## src/rtl/vtile_cfg_sched_if.sv

```systemverilog
// rtl/vtile_cfg_sched_if.sv - network-write / FU-execute / register-file handshake bundle
interface vtile_cfg_sched_if #(
    parameter int WIDTH      = 16,
    parameter int NUM_INPUTS = 8,
    parameter int LEN_W      = 8
);
    logic                             net_wr_req;
    logic [NUM_INPUTS:0][WIDTH-1:0]   net_wr_data;
    logic                             net_wr_done;
    logic                             net_wr_err;
    logic                             fu_exec_req;
    logic [LEN_W-1:0]                 fu_exec_len;
    logic                             fu_exec_done;
    logic                             cm_write_en;
    logic [NUM_INPUTS:0][WIDTH-1:0]   cm_w_data;
    logic                             cm_write_rdy;
    logic                             cm_write_ack;
    logic                             cm_on_off;
    logic                             busy;
    logic [1:0]                       state;

    modport slave (
        input  net_wr_req, net_wr_data, fu_exec_req, fu_exec_len,
               cm_write_rdy, cm_write_ack,
        output net_wr_done, net_wr_err, fu_exec_done, cm_write_en,
               cm_w_data, cm_on_off, busy, state
    );

    modport master (
        output net_wr_req, net_wr_data, fu_exec_req, fu_exec_len,
               cm_write_rdy, cm_write_ack,
        input  net_wr_done, net_wr_err, fu_exec_done, cm_write_en,
               cm_w_data, cm_on_off, busy, state
    );
endinterface

```

## src/rtl/vtile_cfg_sched.sv

```systemverilog
// rtl/vtile_cfg_sched.sv - round-robin scheduler between register-file writes and FU execution
module vtile_cfg_sched #(
    parameter int WIDTH      = 16,
    parameter int NUM_INPUTS = 8,
    parameter int LEN_W      = 8,
    parameter int TIMEOUT    = 64
) (
    input  logic               clk,
    input  logic               reset,
    vtile_cfg_sched_if.slave   bus
);
    typedef enum logic [1:0] {
        S_IDLE = 2'd0,
        S_WR   = 2'd1,
        S_EXEC = 2'd2,
        S_GAP  = 2'd3
    } state_t;

    localparam int   WAIT_W = $clog2(TIMEOUT + 1);
    localparam logic G_WR   = 1'b0;
    localparam logic G_EXEC = 1'b1;

    state_t                         r_state;
    state_t                         w_next_state;
    logic                           r_last_grant;
    logic [WAIT_W-1:0]              r_wait_cnt;
    logic [LEN_W-1:0]               r_exec_cnt;
    logic [NUM_INPUTS:0][WIDTH-1:0] r_w_data;
    logic                           r_write_en;
    logic                           r_on_off;
    logic                           r_wr_done;
    logic                           r_wr_err;
    logic                           r_exec_done;
    logic                           r_busy;

    logic                           w_wr_elig;
    logic                           w_ex_elig;
    logic                           w_grant_wr;
    logic                           w_grant_ex;
    logic [WAIT_W-1:0]              w_wait_inc;
    logic                           w_wr_end_ok;
    logic                           w_wr_end_to;
    logic                           w_ex_end;

    logic                           w_nx_last_grant;
    logic [WAIT_W-1:0]              w_nx_wait_cnt;
    logic [LEN_W-1:0]               w_nx_exec_cnt;
    logic [NUM_INPUTS:0][WIDTH-1:0] w_nx_w_data;
    logic                           w_nx_write_en;
    logic                           w_nx_on_off;
    logic                           w_nx_wr_done;
    logic                           w_nx_wr_err;
    logic                           w_nx_exec_done;
    logic                           w_nx_busy;

    assign w_wr_elig  = bus.net_wr_req & bus.cm_write_rdy;
    assign w_ex_elig  = bus.fu_exec_req;
    // Write wins unless both are eligible and write was the previous grant.
    assign w_grant_wr = (r_state == S_IDLE) && w_wr_elig &&
                        (!w_ex_elig || (r_last_grant == G_EXEC));
    assign w_grant_ex = (r_state == S_IDLE) && w_ex_elig && !w_grant_wr;

    assign w_wait_inc  = r_wait_cnt + WAIT_W'(1);
    // Ack is checked first so an ack on the timeout cycle still completes the write.
    assign w_wr_end_ok = (r_state == S_WR) && bus.cm_write_ack;
    assign w_wr_end_to = (r_state == S_WR) && !bus.cm_write_ack &&
                         (w_wait_inc == WAIT_W'(TIMEOUT));
    assign w_ex_end    = (r_state == S_EXEC) && (r_exec_cnt == LEN_W'(1));

    always_ff @(posedge clk or posedge reset) begin
        if (reset) begin
            r_state      <= S_IDLE;
            r_last_grant <= G_EXEC;
            r_wait_cnt   <= '0;
            r_exec_cnt   <= '0;
            r_w_data     <= '0;
            r_write_en   <= 1'b0;
            r_on_off     <= 1'b0;
            r_wr_done    <= 1'b0;
            r_wr_err     <= 1'b0;
            r_exec_done  <= 1'b0;
            r_busy       <= 1'b0;
        end else begin
            r_state      <= w_next_state;
            r_last_grant <= w_nx_last_grant;
            r_wait_cnt   <= w_nx_wait_cnt;
            r_exec_cnt   <= w_nx_exec_cnt;
            r_w_data     <= w_nx_w_data;
            r_write_en   <= w_nx_write_en;
            r_on_off     <= w_nx_on_off;
            r_wr_done    <= w_nx_wr_done;
            r_wr_err     <= w_nx_wr_err;
            r_exec_done  <= w_nx_exec_done;
            r_busy       <= w_nx_busy;
        end
    end

    always_comb begin
        w_next_state = r_state;
        case (r_state)
            S_IDLE: begin
                if (w_grant_wr)      w_next_state = S_WR;
                else if (w_grant_ex) w_next_state = S_EXEC;
            end
            S_WR:    if (w_wr_end_ok || w_wr_end_to) w_next_state = S_GAP;
            S_EXEC:  if (w_ex_end) w_next_state = S_GAP;
            default: w_next_state = S_IDLE;
        endcase
    end

    // Next values of the registered outputs, derived from the decided transition.
    always_comb begin
        w_nx_write_en   = (w_next_state == S_WR);
        w_nx_on_off     = (w_next_state == S_EXEC);
        w_nx_busy       = (w_next_state != S_IDLE);
        w_nx_wr_done    = w_wr_end_ok;
        w_nx_wr_err     = w_wr_end_to;
        w_nx_exec_done  = w_ex_end;
        w_nx_last_grant = r_last_grant;
        w_nx_w_data     = r_w_data;
        w_nx_wait_cnt   = r_wait_cnt;
        w_nx_exec_cnt   = r_exec_cnt;
        if (w_grant_wr) begin
            w_nx_last_grant = G_WR;
            w_nx_w_data     = bus.net_wr_data;
            w_nx_wait_cnt   = '0;
        end else if (w_grant_ex) begin
            w_nx_last_grant = G_EXEC;
            w_nx_exec_cnt   = (bus.fu_exec_len == '0) ? LEN_W'(1) : bus.fu_exec_len;
        end
        if ((r_state == S_WR) && !bus.cm_write_ack)
            w_nx_wait_cnt = w_wait_inc;
        if ((r_state == S_EXEC) && !w_ex_end)
            w_nx_exec_cnt = r_exec_cnt - LEN_W'(1);
    end

    assign bus.state        = r_state;
    assign bus.busy         = r_busy;
    assign bus.cm_write_en  = r_write_en;
    assign bus.cm_on_off    = r_on_off;
    assign bus.cm_w_data    = r_w_data;
    assign bus.net_wr_done  = r_wr_done;
    assign bus.net_wr_err   = r_wr_err;
    assign bus.fu_exec_done = r_exec_done;
endmodule

```

## src/flat_wrapper.sv

```systemverilog
// flat-port wrapper written by rule: the top's interface ports become plain ports
module vtile_cfg_sched_flat 
#(
    parameter int WIDTH      = 16,
    parameter int NUM_INPUTS = 8,
    parameter int LEN_W      = 8,
    parameter int TIMEOUT    = 64
)
  (clk, reset, bus_net_wr_req, bus_net_wr_data, bus_fu_exec_req, bus_fu_exec_len, bus_cm_write_rdy, bus_cm_write_ack, bus_net_wr_done, bus_net_wr_err, bus_fu_exec_done, bus_cm_write_en, bus_cm_w_data, bus_cm_on_off, bus_busy, bus_state);
  vtile_cfg_sched_if #(.WIDTH(WIDTH), .NUM_INPUTS(NUM_INPUTS), .LEN_W(LEN_W)) bus_i ();
  input  logic clk;
  input  logic reset;
  input wire logic [$bits(bus_i.net_wr_req)-1:0] bus_net_wr_req;
  input wire logic [$bits(bus_i.net_wr_data)-1:0] bus_net_wr_data;
  input wire logic [$bits(bus_i.fu_exec_req)-1:0] bus_fu_exec_req;
  input wire logic [$bits(bus_i.fu_exec_len)-1:0] bus_fu_exec_len;
  input wire logic [$bits(bus_i.cm_write_rdy)-1:0] bus_cm_write_rdy;
  input wire logic [$bits(bus_i.cm_write_ack)-1:0] bus_cm_write_ack;
  output wire logic [$bits(bus_i.net_wr_done)-1:0] bus_net_wr_done;
  output wire logic [$bits(bus_i.net_wr_err)-1:0] bus_net_wr_err;
  output wire logic [$bits(bus_i.fu_exec_done)-1:0] bus_fu_exec_done;
  output wire logic [$bits(bus_i.cm_write_en)-1:0] bus_cm_write_en;
  output wire logic [$bits(bus_i.cm_w_data)-1:0] bus_cm_w_data;
  output wire logic [$bits(bus_i.cm_on_off)-1:0] bus_cm_on_off;
  output wire logic [$bits(bus_i.busy)-1:0] bus_busy;
  output wire logic [$bits(bus_i.state)-1:0] bus_state;
  assign bus_i.net_wr_req = bus_net_wr_req;
  assign bus_i.net_wr_data = bus_net_wr_data;
  assign bus_i.fu_exec_req = bus_fu_exec_req;
  assign bus_i.fu_exec_len = bus_fu_exec_len;
  assign bus_i.cm_write_rdy = bus_cm_write_rdy;
  assign bus_i.cm_write_ack = bus_cm_write_ack;
  assign bus_net_wr_done = bus_i.net_wr_done;
  assign bus_net_wr_err = bus_i.net_wr_err;
  assign bus_fu_exec_done = bus_i.fu_exec_done;
  assign bus_cm_write_en = bus_i.cm_write_en;
  assign bus_cm_w_data = bus_i.cm_w_data;
  assign bus_cm_on_off = bus_i.cm_on_off;
  assign bus_busy = bus_i.busy;
  assign bus_state = bus_i.state;
  vtile_cfg_sched #(.WIDTH(WIDTH), .NUM_INPUTS(NUM_INPUTS), .LEN_W(LEN_W), .TIMEOUT(TIMEOUT)) u_core (.clk(clk), .reset(reset), .bus(bus_i));
endmodule
```

## config.mk

```make
export PLATFORM = sky130hd
export DESIGN_NAME = vtile_cfg_sched_flat
export DESIGN_NICKNAME = d
export VERILOG_FILES = /design/src/rtl/vtile_cfg_sched_if.sv /design/src/rtl/vtile_cfg_sched.sv /design/src/flat_wrapper.sv
export SDC_FILE = /design/constraint.sdc
export NUM_CORES = 1
export LEC_CHECK = 0
export ABC_AREA = 0
export BUFFER_PORTS_ARGS = -buffer_cell sky130_fd_sc_hd__buf_2
export CORE_AREA = 5 5 133 135
export CTS_CLUSTER_DIAMETER = 200
export CTS_CLUSTER_SIZE = 40
export DETAILED_ROUTE_END_ITERATION = 8
export DIE_AREA = 0 0 138 140
export GPL_ROUTABILITY_DRIVEN = 0
export PLACE_DENSITY = 0.75
export SLEW_MARGIN = 30
export SYNTH_ARGS = -nofsm -noshare
export SYNTH_HDL_FRONTEND = slang
export SYNTH_SLANG_ARGS = --single-unit
```

## constraint.sdc

```tcl
create_clock -name clk -period 5.55 [get_ports clk]
set_input_delay 0.8325 -clock clk [delete_from_list [all_inputs] [get_ports clk]]
set_output_delay 0.8325 -clock clk [all_outputs]
set_load 0.1 [all_outputs]
```

=== Yosys cells after proc, flatten, opt, wreduce, memory -nomap -nowiden ===
Cells that the tools add are included.

* Flip-flop bits (word level): 168
* Input port bits: 158

* $add $sub $neg: 2
* Equal/unequal tests: 7
* Muxes and demuxes: 13
* Bitwise logic cells: 1
* Reduce and logical (&&, ||, !) cells: 22

{| class="wikitable"
|+ Operator list
! kind !! number
|-
| $mux W8 || 4
|-
| $mux W7 || 2
|-
| $logic_and A1 B1 Y1 || 9
|-
| $eq A8 B1 Y1 const B || 1
|-
| $logic_not A8 Y1 || 1
|-
| $mux W2 || 4
|-
| $reduce_bool A2 Y1 || 4
|-
| $sub A8 B1 Y8 const B || 1
|-
| $add A7 B1 Y7 const B || 1
|-
| $eq A7 B7 Y1 const B || 1
|-
| $pmux W2 S3 || 1
|-
| $eq A2 B1 Y1 const B || 2
|-
| $eq A2 B2 Y1 const B || 2
|-
| $logic_not A1 Y1 || 4
|-
| $logic_not A2 Y1 || 1
|-
| $logic_or A1 B1 Y1 || 2
|-
| $mux W1 || 2
|-
| $ne A2 B2 Y1 const B || 1
|-
| $reduce_and A2 Y1 || 1
|-
| $and A1 B1 Y1 || 1
|}

=== Depth between registers and ports, before layout ===
* Depth after elaboration: 9
* Depth in mapped cells: 6
* Gate-level depth less buffers: 6

=== Worst setup path after synthesis ===
No wires, ideal clock.

* Kind: flip-flop to flip-flop
* From: register u_core.r_state[1], in the netlist u_core.bus.state[1]
* To: register u_core.r_exec_cnt[6]
* Data arrival time: 2.071 ns
* Data required time: 5.424 ns
* Slack: 3.353 ns
* Stages on the path, launching flop included: 5
* Period minus slack after synthesis: 2.197 ns
* Cell sequence: dfrtp_1 > buf_2 > nor2b_1 > o21ai_4 > a311o_1

* Longest elaborated chain between the ends: 7
* Elaborated cells between the ends (all ways): 14

{| class="wikitable"
|+ RTL lines
! what !! line !! source
|-
| start: declaration || vtile_cfg_sched.sv:23 || <nowiki>state_t r_state;</nowiki>
|-
| start signal: assignment || vtile_cfg_sched.sv:84 || <nowiki>r_state <= w_next_state;</nowiki>
|-
| $logic_not A2 Y1 || vtile_cfg_sched.sv:59, vtile_cfg_sched.sv:61 ||
|-
| $logic_and A1 B1 Y1 (2 in series) || vtile_cfg_sched.sv:59 || <nowiki>assign w_grant_wr = (r_state == S_IDLE) && w_wr_elig &&</nowiki>
|-
| $logic_not A1 Y1 || vtile_cfg_sched.sv:61 || <nowiki>assign w_grant_ex = (r_state == S_IDLE) && w_ex_elig && !w_grant_wr;</nowiki>
|-
| $logic_and A1 B1 Y1 || vtile_cfg_sched.sv:61 ||
|-
| $reduce_bool A2 Y1 (no source line) || -- ||
|-
| $reduce_and A2 Y1 (no source line) || -- ||
|-
| end signal: assignment || vtile_cfg_sched.sv:87 || <nowiki>r_exec_cnt <= w_nx_exec_cnt;</nowiki>
|-
| end: declaration || vtile_cfg_sched.sv:27 || <nowiki>logic [LEN_W-1:0] r_exec_cnt;</nowiki>
|}

Parallel ways exist; a longest one is shown, timed or not.
A chain may end at the register's enable or synchronous reset.

=== Worst setup path in the final report ===
* From: input port bus_fu_exec_req
* To: register u_core.r_w_data (netlist bit u_core.bus.cm_w_data[91])

* Longest elaborated chain between the ends: 3

{| class="wikitable"
|+ RTL lines
! what !! line !! source
|-
| start: declaration || flat_wrapper.sv:15 || <nowiki>input wire logic [$bits(bus_i.fu_exec_req)-1:0] bus_fu_exec_req;</nowiki>
|-
| $logic_not A1 Y1 || vtile_cfg_sched.sv:60 || <nowiki>(!w_ex_elig || (r_last_grant == G_EXEC));</nowiki>
|-
| $logic_or A1 B1 Y1 || vtile_cfg_sched.sv:60 ||
|-
| $logic_and A1 B1 Y1 || vtile_cfg_sched.sv:59 ||
|-
| end signal: assignment || vtile_cfg_sched.sv:88 || <nowiki>r_w_data <= w_nx_w_data;</nowiki>
|-
| end: declaration || vtile_cfg_sched.sv:28 || <nowiki>logic [NUM_INPUTS:0][WIDTH-1:0] r_w_data;</nowiki>
|}

No other way between the ends.

==> impl_metrics.tcl <==
set metrics [dict create \
    status "finished, final reports clean" \
    syn_nets 603 \
    finalHoldViolCount 0 \
    min_path_cells 1 \
    cp-start-kind "input port" \
    worst_hold_slack_ns 0.500 \
    die_height_um 140 \
    nNetsFinal 915 \
    h-tree-depth 4 \
    crit_path_end_kind "register" \
    grt_max_degree 76 \
    worstPathCellList "buf_2, nor2b_1, or2_1, nor3_4, buf_4, buf_4, mux2_2" \
    clock-sinks 168 \
    antenna_left 0 \
    post_cts_resized 0 \
    post_cts_buffers 0 \
    groute.usage.overall_pct 17.0 \
    grt_pass1_vias 4922 \
    dr_total_vias 4734 \
    worstPathRequired_ns 5.84 \
    drt_iter0_markers 222 \
    ys.flop_type "dfrtp_1" \
    rsz0062_at_grt "false" \
    worstReg2RegEnd "u_core.bus.cm_w_data[91]" \
    cts_root_buf "clkbuf_16" \
    finalCriticalPeriod_ns 2.67 \
    cts_buffer_depth 2 \
    yosys.area.top_type "dfrtp_1" \
    clkTransAtPathRegs_ns 0.07 \
    wl_per_cell_um 16.8 \
    antenna_found_initial 1 \
    io_pins 310 \
    first_pass_iters 4 \
    relSlewSlack_pct 41.6 \
    worst_pin_slew_ns 0.876 \
    path_common_cell "buf_4" \
    wl_um 16500 \
    min_period_over_period_pct 48.1 \
    worstSetupPathType "input port to register" \
    critPathMaxFanout 56 \
    preCtsSetupSlack_ns 2.46 \
    synthTopCellsByArea "dfrtp_1, mux2_2, buf_6" \
    avgViaCountPerCell 4.80 \
    area_growth_pct 33.8 \
    min-delay-start "u_core.bus.cm_w_data[133]" \
    reg2reg_from "u_core.r_last_grant" \
    die_area_mm2 0.0193 \
    ys_seq_area_share_pct 62.4 \
    drv_slew 0 \
    finalSetupViolCount 0 \
    ys_ff_latch 168 \
    core-area_mm2 0.0163 \
    min_to "u_core.bus.cm_w_data[133]" \
    cts_made_buffers 17 \
    cpMaxStageDelayCell "buf_4" \
    syn_area_mm2 0.00674 \
    hpwl_um 12700 \
    drc 0 \
    yosysWarnings 0 \
    overflow 0 \
    rrSetupSlack_ns 2.96 \
    critPathArrivalTime_ns 2.96 \
    synth_top_area_share_pct 62.0 \
    setup_ws_ns 2.88 \
    synth-edff-count 0 \
    die_x_um 138 \
    rr_worst_depth 6 \
    cpPeakStageDelay_ns 0.63 \
    placement.io_buffers 309 \
    fp-row-count 47 \
    finalClockSkew_ns 0.00757 \
    cts_tree "built" \
    synth_most_common_cell "dfrtp_1" \
    synthCells 441 \
    start_util_pct 41.2 \
    synth_cell_type_count 51 \
    hold_buffers 0 \
    synthArstFlopShare_pct 100 \
    synth_area_per_cell_um2 15.3 \
    fmax_mhz 374 \
    clock_latency_ns 0.41 \
    grt_pass1_wl_um 26500 \
    hold_path.class "register to register" \
    drv_cap 0 \
    worstSetupStartpoint "bus_fu_exec_req" \
    synth_common_cells "dfrtp_1, mux2_2, nand2_1" \
    setup_tns_ns 0 \
    drive_above_1_share_pct 65.4 \
]
## final cells by class
cell class              count  area, um2
diodes                      1       2.50
clock buffers              17        425
clock inverters            14        174
fillers                  1451       7340
inverters                   4       20.0
multi-input cells         248       2330
flip-flops and latches    168       4210
well taps                 220        275
repair buffers            314       1580
## per-layer routing
layer | vias to the layer above | wire (um) | track usage (%)
li1 | 2211 | - | -
met1 | 2315 | 6610 | 20.5
met2 | 188 | 8520 | 29.4
met3 | 20 | 1120 | 5.69
met4 | 0 | 279 | 4.63
met5 | - | 0 | 0
## sequential cells by signal, summed over array words and instances (netlist names)
| name | cells |
|---|---|
| u_core.bus.net_wr_err | 1 |
| u_core.bus.net_wr_done | 1 |
| u_core.bus.busy | 1 |
| u_core.bus.state | 2 |
| u_core.r_exec_cnt | 8 |
| u_core.bus.cm_on_off | 1 |
| u_core.bus.fu_exec_done | 1 |
| u_core.r_wait_cnt | 7 |
| u_core.bus.cm_w_data | 144 |
| u_core.r_last_grant | 1 |
| u_core.bus.cm_write_en | 1 |
## metrics by stage
step | std cells | utilization [%] | instance area, um2
after floorplan | 441 | - | 6740
after global placement | 954 | 51.4 | 8410
after detailed placement | 954 | 51.4 | 8410
after CTS | 985 | 55.1 | 9010
after global routing | 986 | 55.1 | 9010
final | 986 | 55.1 | 9010
## critical path, delay by kind of cell
family / cells / cell delay (ns)
muxes: 1 / 0.41
and+or+nand+nor: 3 / 0.57
buffers and inverters: 3 / 1.10
## worst max-delay path by stage
| stage | endpoint | slack [ns] | cells after the start |
|---|---|---|---|
| after CTS | u_core.bus.cm_w_data[143] | 2.90 | 7 |
| after global placement | u_core.bus.cm_w_data[118] | 2.54 | 7 |
| after global routing | u_core.bus.cm_w_data[12] | 2.81 | 7 |
| after floorplan | u_core.bus.busy | 0.17 | 1 |
| final | u_core.bus.cm_w_data[91] | 2.88 | 7 |
| after detailed placement | u_core.bus.cm_w_data[143] | 2.46 | 7 |
## placed cells by master, fill, tap and decap left out, types with 3 or more instances in the layout
cell and instances:
a211o_1 3, a21oi_1 3, and3_1 3, buf_2 309, buf_4 5, bufinv_16 3, clkbuf_16 17, clkinv_2 3
clkinv_4 3, dfrtp_1 167, ha_1 4, inv_1 3, inv_6 5, mux2_2 144, nand2_1 16, nand2b_1 4
nand3_1 7, nor2_1 8, nor2b_1 3, nor3_1 7, nor3b_1 3, xnor2_1 3, xor2_1 3
## cell families after synthesis
group / after synthesis / synth area share, %
flops: 168 / 62.4
xor+xnor: 6 / 0.780
simple gates: 65 / 5.50
compound gates: 29 / 3.44
mux: 144 / 24.1
fa+ha+maj: 4 / 0.743
buf+inv: 25 / 3.05
Power is left out: the tool's default activity adds up to more than one toggle a clock period on the data nets, which glitch-free logic cannot reach.
